<file path="config.mk">
export PLATFORM = sky130hd
export DESIGN_NAME = serial_output
export DESIGN_NICKNAME = d
export VERILOG_FILES = /design/src/rtl/serial_pkg.sv /design/src/rtl/serial_baud_counter.sv /design/src/rtl/serial_output.sv
export SDC_FILE = /design/constraint.sdc
export NUM_CORES = 1
export LEC_CHECK = 0
export CAP_MARGIN = 10
export CORE_ASPECT_RATIO = 0.9
export CORE_MARGIN = 2
export CORE_UTILIZATION = 55
export CTS_BUF_LIST = sky130_fd_sc_hd__clkbuf_8 sky130_fd_sc_hd__clkbuf_16
export DETAILED_ROUTE_END_ITERATION = 8
export DONT_BUFFER_PORTS = 1
export PLACE_DENSITY = 0.7
export SLEW_MARGIN = 20
export SYNTH_ARGS = -nofsm -noshare
export SYNTH_HDL_FRONTEND = slang
export SYNTH_SLANG_ARGS = --single-unit
</file>
<file path="constraint.sdc">
create_clock -name clk -period 2.7 [get_ports clk]
set_input_delay 0.54 -clock clk [delete_from_list [all_inputs] [get_ports clk]]
set_output_delay 0.54 -clock clk [all_outputs]
set_load 0.02 [all_outputs]
</file>
<file path="src/rtl/serial_pkg.sv">
// Shared definitions for the UART serial transmit/receive endpoints.
package serial_pkg;

    // Clock cycles per UART bit at 100 MHz / 115200 baud.
    localparam int unsigned DEFAULT_CLOCKS_PER_BIT = 868;

    // 8N1 frame layout: one start bit, DATA_BITS data bits, STOP_BITS stop bits.
    localparam int unsigned DATA_BITS = 8;
    localparam int unsigned STOP_BITS = 1;

    // Bit counter wide enough to index every data bit of a frame.
    localparam int unsigned BIT_CNT_W = $clog2(DATA_BITS);

    // Word width of the stb/ack stream feeding the transmitter.
    localparam int unsigned STREAM_W = 32;

    typedef enum logic [1:0] {
        ST_IDLE  = 2'd0,
        ST_START = 2'd1,
        ST_DATA  = 2'd2,
        ST_STOP  = 2'd3
    } serial_state_e;

    // Width of a counter that must reach cpb-1; never narrower than one bit.
    function automatic int unsigned baud_cnt_width(input int unsigned cpb);
        return (cpb < 2) ? 1 : $clog2(cpb);
    endfunction

endpackage

</file>
<file path="src/rtl/serial_baud_counter.sv">
// Bit-period timer: counts clk cycles while enabled and pulses tick at
// count CLOCKS_PER_BIT-1, wrapping to zero on the same edge.
module serial_baud_counter
    import serial_pkg::*;
#(
    parameter int unsigned CLOCKS_PER_BIT = DEFAULT_CLOCKS_PER_BIT
) (
    input  logic clk,
    input  logic rst,
    input  logic clear_i,
    input  logic enable_i,
    output logic tick_c_o
);

    localparam int unsigned CNT_W = baud_cnt_width(CLOCKS_PER_BIT);

    logic [CNT_W-1:0] count_q;
    logic [CNT_W-1:0] count_d;
    logic             at_max;

    // Next count: clear wins, otherwise advance and wrap at the end of a bit.
    always_comb begin
        at_max   = (count_q == CNT_W'(CLOCKS_PER_BIT - 1));
        tick_c_o = enable_i && at_max;
        count_d  = count_q;
        if (clear_i) begin
            count_d = '0;
        end else if (enable_i) begin
            count_d = at_max ? '0 : count_q + CNT_W'(1);
        end
    end

    // Counter register.
    always_ff @(posedge clk or posedge rst) begin
        if (rst) begin
            count_q <= '0;
        end else begin
            count_q <= count_d;
        end
    end

endmodule

</file>
<file path="src/rtl/serial_output.sv">
// UART 8N1 transmitter sitting at the end of a 32-bit stb/ack stream.
// One word per handshake; bits [7:0] go out LSB first, the rest are dropped.
module serial_output
    import serial_pkg::*;
#(
    parameter int unsigned CLOCKS_PER_BIT = DEFAULT_CLOCKS_PER_BIT
) (
    input  logic                clk,
    input  logic                rst,
    input  logic [STREAM_W-1:0] in1,
    input  logic                in1_stb,
    output logic                in1_ack,
    output logic                tx,
    output logic                busy
);

    if (CLOCKS_PER_BIT < 2) begin : g_bad_cpb
        $error("serial_output: CLOCKS_PER_BIT must be at least 2");
    end

    serial_state_e          state_q;
    logic [DATA_BITS-1:0]   shift_q;
    logic [BIT_CNT_W-1:0]   bit_cnt_q;
    logic                   ack_q;
    logic                   busy_q;
    logic                   tx_q;

    logic                   baud_clear;
    logic                   baud_enable;
    logic                   bit_tick;
    logic                   unused_upper;

    // Only the low byte of each stream word is transmitted.
    assign unused_upper = ^in1[STREAM_W-1:DATA_BITS];

    // Bit timer runs for the whole frame and is held at zero while idle.
    assign baud_clear  = (state_q == ST_IDLE);
    assign baud_enable = (state_q != ST_IDLE);

    serial_baud_counter #(
        .CLOCKS_PER_BIT (CLOCKS_PER_BIT)
    ) u_baud (
        .clk      (clk),
        .rst      (rst),
        .clear_i  (baud_clear),
        .enable_i (baud_enable),
        .tick_c_o (bit_tick)
    );

    // Frame sequencer, shift register and registered outputs.
    always_ff @(posedge clk or posedge rst) begin
        if (rst) begin
            state_q   <= ST_IDLE;
            shift_q   <= '0;
            bit_cnt_q <= '0;
            ack_q     <= 1'b0;
            busy_q    <= 1'b0;
            tx_q      <= 1'b1;
        end else begin
            case (state_q)
                ST_IDLE: begin
                    if (in1_stb && ack_q) begin
                        shift_q <= in1[DATA_BITS-1:0];
                        ack_q   <= 1'b0;
                        busy_q  <= 1'b1;
                        tx_q    <= 1'b0;
                        state_q <= ST_START;
                    end else begin
                        ack_q   <= 1'b1;
                        tx_q    <= 1'b1;
                    end
                end

                ST_START: begin
                    if (bit_tick) begin
                        tx_q      <= shift_q[0];
                        bit_cnt_q <= '0;
                        state_q   <= ST_DATA;
                    end
                end

                ST_DATA: begin
                    if (bit_tick) begin
                        if (bit_cnt_q == BIT_CNT_W'(DATA_BITS - 1)) begin
                            tx_q      <= 1'b1;
                            bit_cnt_q <= '0;
                            state_q   <= ST_STOP;
                        end else begin
                            shift_q   <= shift_q >> 1;
                            tx_q      <= shift_q[1];
                            bit_cnt_q <= bit_cnt_q + BIT_CNT_W'(1);
                        end
                    end
                end

                ST_STOP: begin
                    if (bit_tick) begin
                        if (bit_cnt_q == BIT_CNT_W'(STOP_BITS - 1)) begin
                            ack_q     <= 1'b1;
                            busy_q    <= 1'b0;
                            bit_cnt_q <= '0;
                            state_q   <= ST_IDLE;
                        end else begin
                            bit_cnt_q <= bit_cnt_q + BIT_CNT_W'(1);
                        end
                    end
                end

                default: begin
                    state_q <= ST_IDLE;
                    tx_q    <= 1'b1;
                    ack_q   <= 1'b0;
                    busy_q  <= 1'b0;
                end
            endcase
        end
    end

    assign in1_ack = ack_q;
    assign busy    = busy_q;
    assign tx      = tx_q;

endmodule

</file>
==> results.md <==
- The run finished with clean final reports.
- After detailed routing, the average wire length per cell comes to 14.6 µm.
- The pin slew with the least headroom to its limit is 968 ps.
- The worst IR drop on VDD is approximately 0.00019 V.
- The clock-pin slew on the worst setup and hold paths is 90 ps.
- The power per standard cell area is around 390 nW/µm².
- The repair_antennas step left the layout with diodes totalling 0.
- Total power for the finished layout comes to ~0.00065 W.
- In the finished design, the share of the clock period the worst path needs comes to 80.3%.
- Setup repair after global routing left no endpoint under its margin.
- By area the synthesized netlist is led by dfrtp_1, ha_1, nor3_1.
- The final sum of negative setup slack is 0 ps.
- The top achievable clock speed is between 400 and 500 MHz.
- The level count of the clock H-tree is 1.
- The number of antenna-violating nets in the routed design is 0.
- For this run, the leading register cell type out of synthesis is dfrtp_1.
- The type of the worst setup path is reg2reg.
- In the final design database the tool counted between 200 and 250 nets.
- The synthesized instance count is around 160.
- The clock passes through at most 2 buffers.
- The post-synth design cell area is 1550 µm².
- The share of synthesized area in the top cell type comes to a little over 40%.
- STA classifies the critical path endpoint as a flip-flop.
- The remaining global-route overflow is 0.
- Pin placement for this block handled 38 I/O pins.
- The highest cell delay on the worst timing path is approximately 700 ps.
- The buffer and inverter count on the worst path is 0.
- Summing all multi-input logic gate instances after layout gives 833 µm².
- The count of final max-slew check failures is 0.
- The kind of cell with the highest combined delay along the critical path is simple AND/OR/NAND/NOR gates.
- The number of setup buffers added after CTS is 0.
- The number of vias per cell after detailed routing is roughly 5.8.
- The worst path needs approximately 2200 ps of the cycle, external delays included.
- In this run, distinct cell masters in the synthesized netlist total between 40 and 50.
- The die covers 3260 µm².
- The via count of the first global-routing pass is 1115.
- Counting the fill cells in the layout gives 243.
- The die span in y is 54.4 µm.
- The tool flagged a number of max-cap violations equal to 0.
- The initial antenna violation count is 0.
- Relative to the synthesized area, the layout overhead comes to 6.29%.
- The number of buffers created by CTS is 3.
- The mean cell area of the mapped netlist is around 9.6 µm².
- The cell at the root of the clock tree is clkbuf_8.
- The leakage power of the design is slightly above 0.7 nW.
- The post-route netlist has ~14% of its cells at a drive strength greater than 1.
- Port buffering added 0 buffers.
- The number of nets in the synthesized netlist is 206.
- Global routing used between 20% and 30% of the available tracks across all layers.
- The setup skew after layout is around 2 ps.
- The maximum number of pins on one net before global-route repair is 27.
- At the later pin of the worst-skew pair, clock insertion delay measures about 270 ps.
- The routed design has between 2000 and 3000 µm of wire.
- The proportion of synthesized chip area in sequential cells is approximately two fifths.
- The first global-routing pass estimated roughly 5000 µm of wire.
- The floorplan has 18 rows.
- The count of clock tree sinks is 26.
- The clock tree from TritonCTS is built.
- The count of cells resized by post-cts repair is 0.
- The wire-length estimate of the detail-placed layout is 2170 µm.
- Yosys mapped a number of flops with a built-in enable equal to 0.
- The critical path goes through ha_1, nand4b_1, or4_4, a21oi_2, mux2_1.
- The first detailed-routing pass took 4 iterations.
- The final weighted congestion in routability-driven placement is 0.811.
- The arrival time at the worst endpoint is ~2400 ps.
- Across the whole layout, storage elements account for between 600 and 700 µm².
- The count of routing violations after the opening detailed-route iteration is 39.
- In this run, post-CTS hold repair placed 0 buffers.
- The worst slew slack as a fraction of its limit is a little over a third.
- STA classifies the critical path startpoint as a flip-flop.
- The die is around 60 µm wide.
- The number of hold violations in the final report is 0.
- The critical path's slowest cell is or4_4.
- The proportion of synthesized flip-flops having asynchronous set or reset is 100%.
- Setup violations remaining at the end of the flow were counted as 0.
- In the routed design, unresolved DRC markers number 0.
- The tightest min-delay check is of the in2async type.
- Once the floorplan was initialized, standard cells occupied between 50% and 60% of the core.
- The core region is between 2000 and 3000 µm².
- The routed layout has around 1200 vias.
- The number of synthesized register bits is 26.
- The hold slack is 374 ps.
- For the worst setup path, the data required time is between 2000 and 3000 ps.
- The count of yosys warnings during synthesis is 0.
- In this run the worst path has a maximum fanout of 13.
- The largest total area in the synthesized netlist belongs to dfrtp_1.
## stage by stage
step	area, µm²	setup WS (ps)	cells	util [%]
2_1_floorplan	1550	792	161	-
3_3_place_gp	1600	611	198	58.5
3_5_place_dp	1600	543	198	58.5
4_1_cts	1650	529	202	60.6
5_1_grt	1650	406	202	60.6
6_report	1650	532	202	60.6
## worst reg2reg max path, cell delays in order (launching register included)
cell and delay, ps:
dfrtp_1 390, ha_1 230, nand4b_1 260, or4_4 690, a21oi_2 190, mux2_1 330
## registers in the layout, summed over array words and instances (netlist names)
signal,count
u_baud.count_q,10
in1_ack,1
bit_cnt_q,3
state_q,2
shift_q,8
busy,1
tx,1
## layout by cell type (no fill, tap or decap), drive strengths merged
| cell | n |
|---|---|
| nor3 | 27 |
| dfrtp | 25 |
| nor2 | 16 |
| ha | 10 |
| inv | 8 |
| nand2 | 7 |
| o21ai | 7 |
| o22ai | 7 |
| xnor2 | 5 |
| nand3 | 4 |
| clkbuf | 4 |
| buf | 4 |
| nor4 | 4 |
| nand2b | 3 |
| xor2 | 3 |
| or3 | 3 |
| o2111ai | 2 |
| or2 | 2 |
| and3 | 2 |
| or4 | 2 |
| a21boi | 2 |
| nand4b | 1 |
| o21bai | 1 |
| a31oi | 1 |
| a21oi | 1 |
| mux2 | 1 |
| and4b | 1 |
| nor2b | 1 |
| a221o | 1 |
| nand4 | 1 |
| mux2i | 1 |
| a32oi | 1 |
| a21o | 1 |
| a211oi | 1 |
| a2bb2oi | 1 |
| dfstp | 1 |
## Yosys cell counts (3+ instances only)
master,number
o21ai_0,7
ha_1,10
nor3_2,7
nor3_1,20
nand2b_1,3
inv_1,8
buf_2,3
dfrtp_1,25
nand2_1,7
xor2_1,3
o22ai_1,7
xnor2_1,5
nor2_1,16
nand3_1,4
## cells by family (layout without fill, tap and decap cells)
family / Yosys count / in the layout / synth area share [%]
multiplexers: 2 / 2 / 1.37
AO/OA/AOI/OAI: 26 / 26 / 11.4
buffers and inverters: 15 / 16 / 4.35
flip-flops: 26 / 26 / 42.0
AND/OR/NAND/NOR: 74 / 74 / 28.4
adder cells (fa/ha/maj): 10 / 10 / 8.06
XOR/XNOR: 8 / 8 / 4.51
## cell type report
cell class              count  share of cell area (%)
well taps                  40                    3.03
inverters                   8                    1.82
repair buffers              4                    1.82
flip-flops and latches     26                    39.5
multi-input cells         120                    50.5
clock buffers               4                    3.34
## routing by layer
layer / vias up / wire length (µm) / track usage (%)
met3: 7 / 114 / 3.78
met4: 0 / 46 / 6.30
met2: 24 / 1430 / 36.4
met5: - / 0 / 0
met1: 552 / 1350 / 25.2
li1: 583 / - / -
## power by group
group	internal (W)	switching, W
Sequential	0.000389	0
Clock	0.000130	0.000122
Combinational	0.000000114	0.00000717
Total	0.000520	0.000129
## path summary, 6_finish.rpt
path,from,endpoint,slack [ps],cells after the start
setup / recovery,u_baud.count_q[0]$_DFF_PP0_,tx$_DFFE_PP1P_,530,5
hold / removal,rst,u_baud.count_q[9]$_DFF_PP0_,370,1
setup reg to reg,u_baud.count_q[0]$_DFF_PP0_,tx$_DFFE_PP1P_,530,5
hold reg to reg,u_baud.count_q[0]$_DFF_PP0_,u_baud.count_q[0]$_DFF_PP0_,490,1
max in group asynchronous,rst,busy$_DFFE_PP0P_,1740,1
min in group clk,in1[7],shift_q[7]$_DFFE_PP0P_,400,2
(Power assumes the default switching activity.)
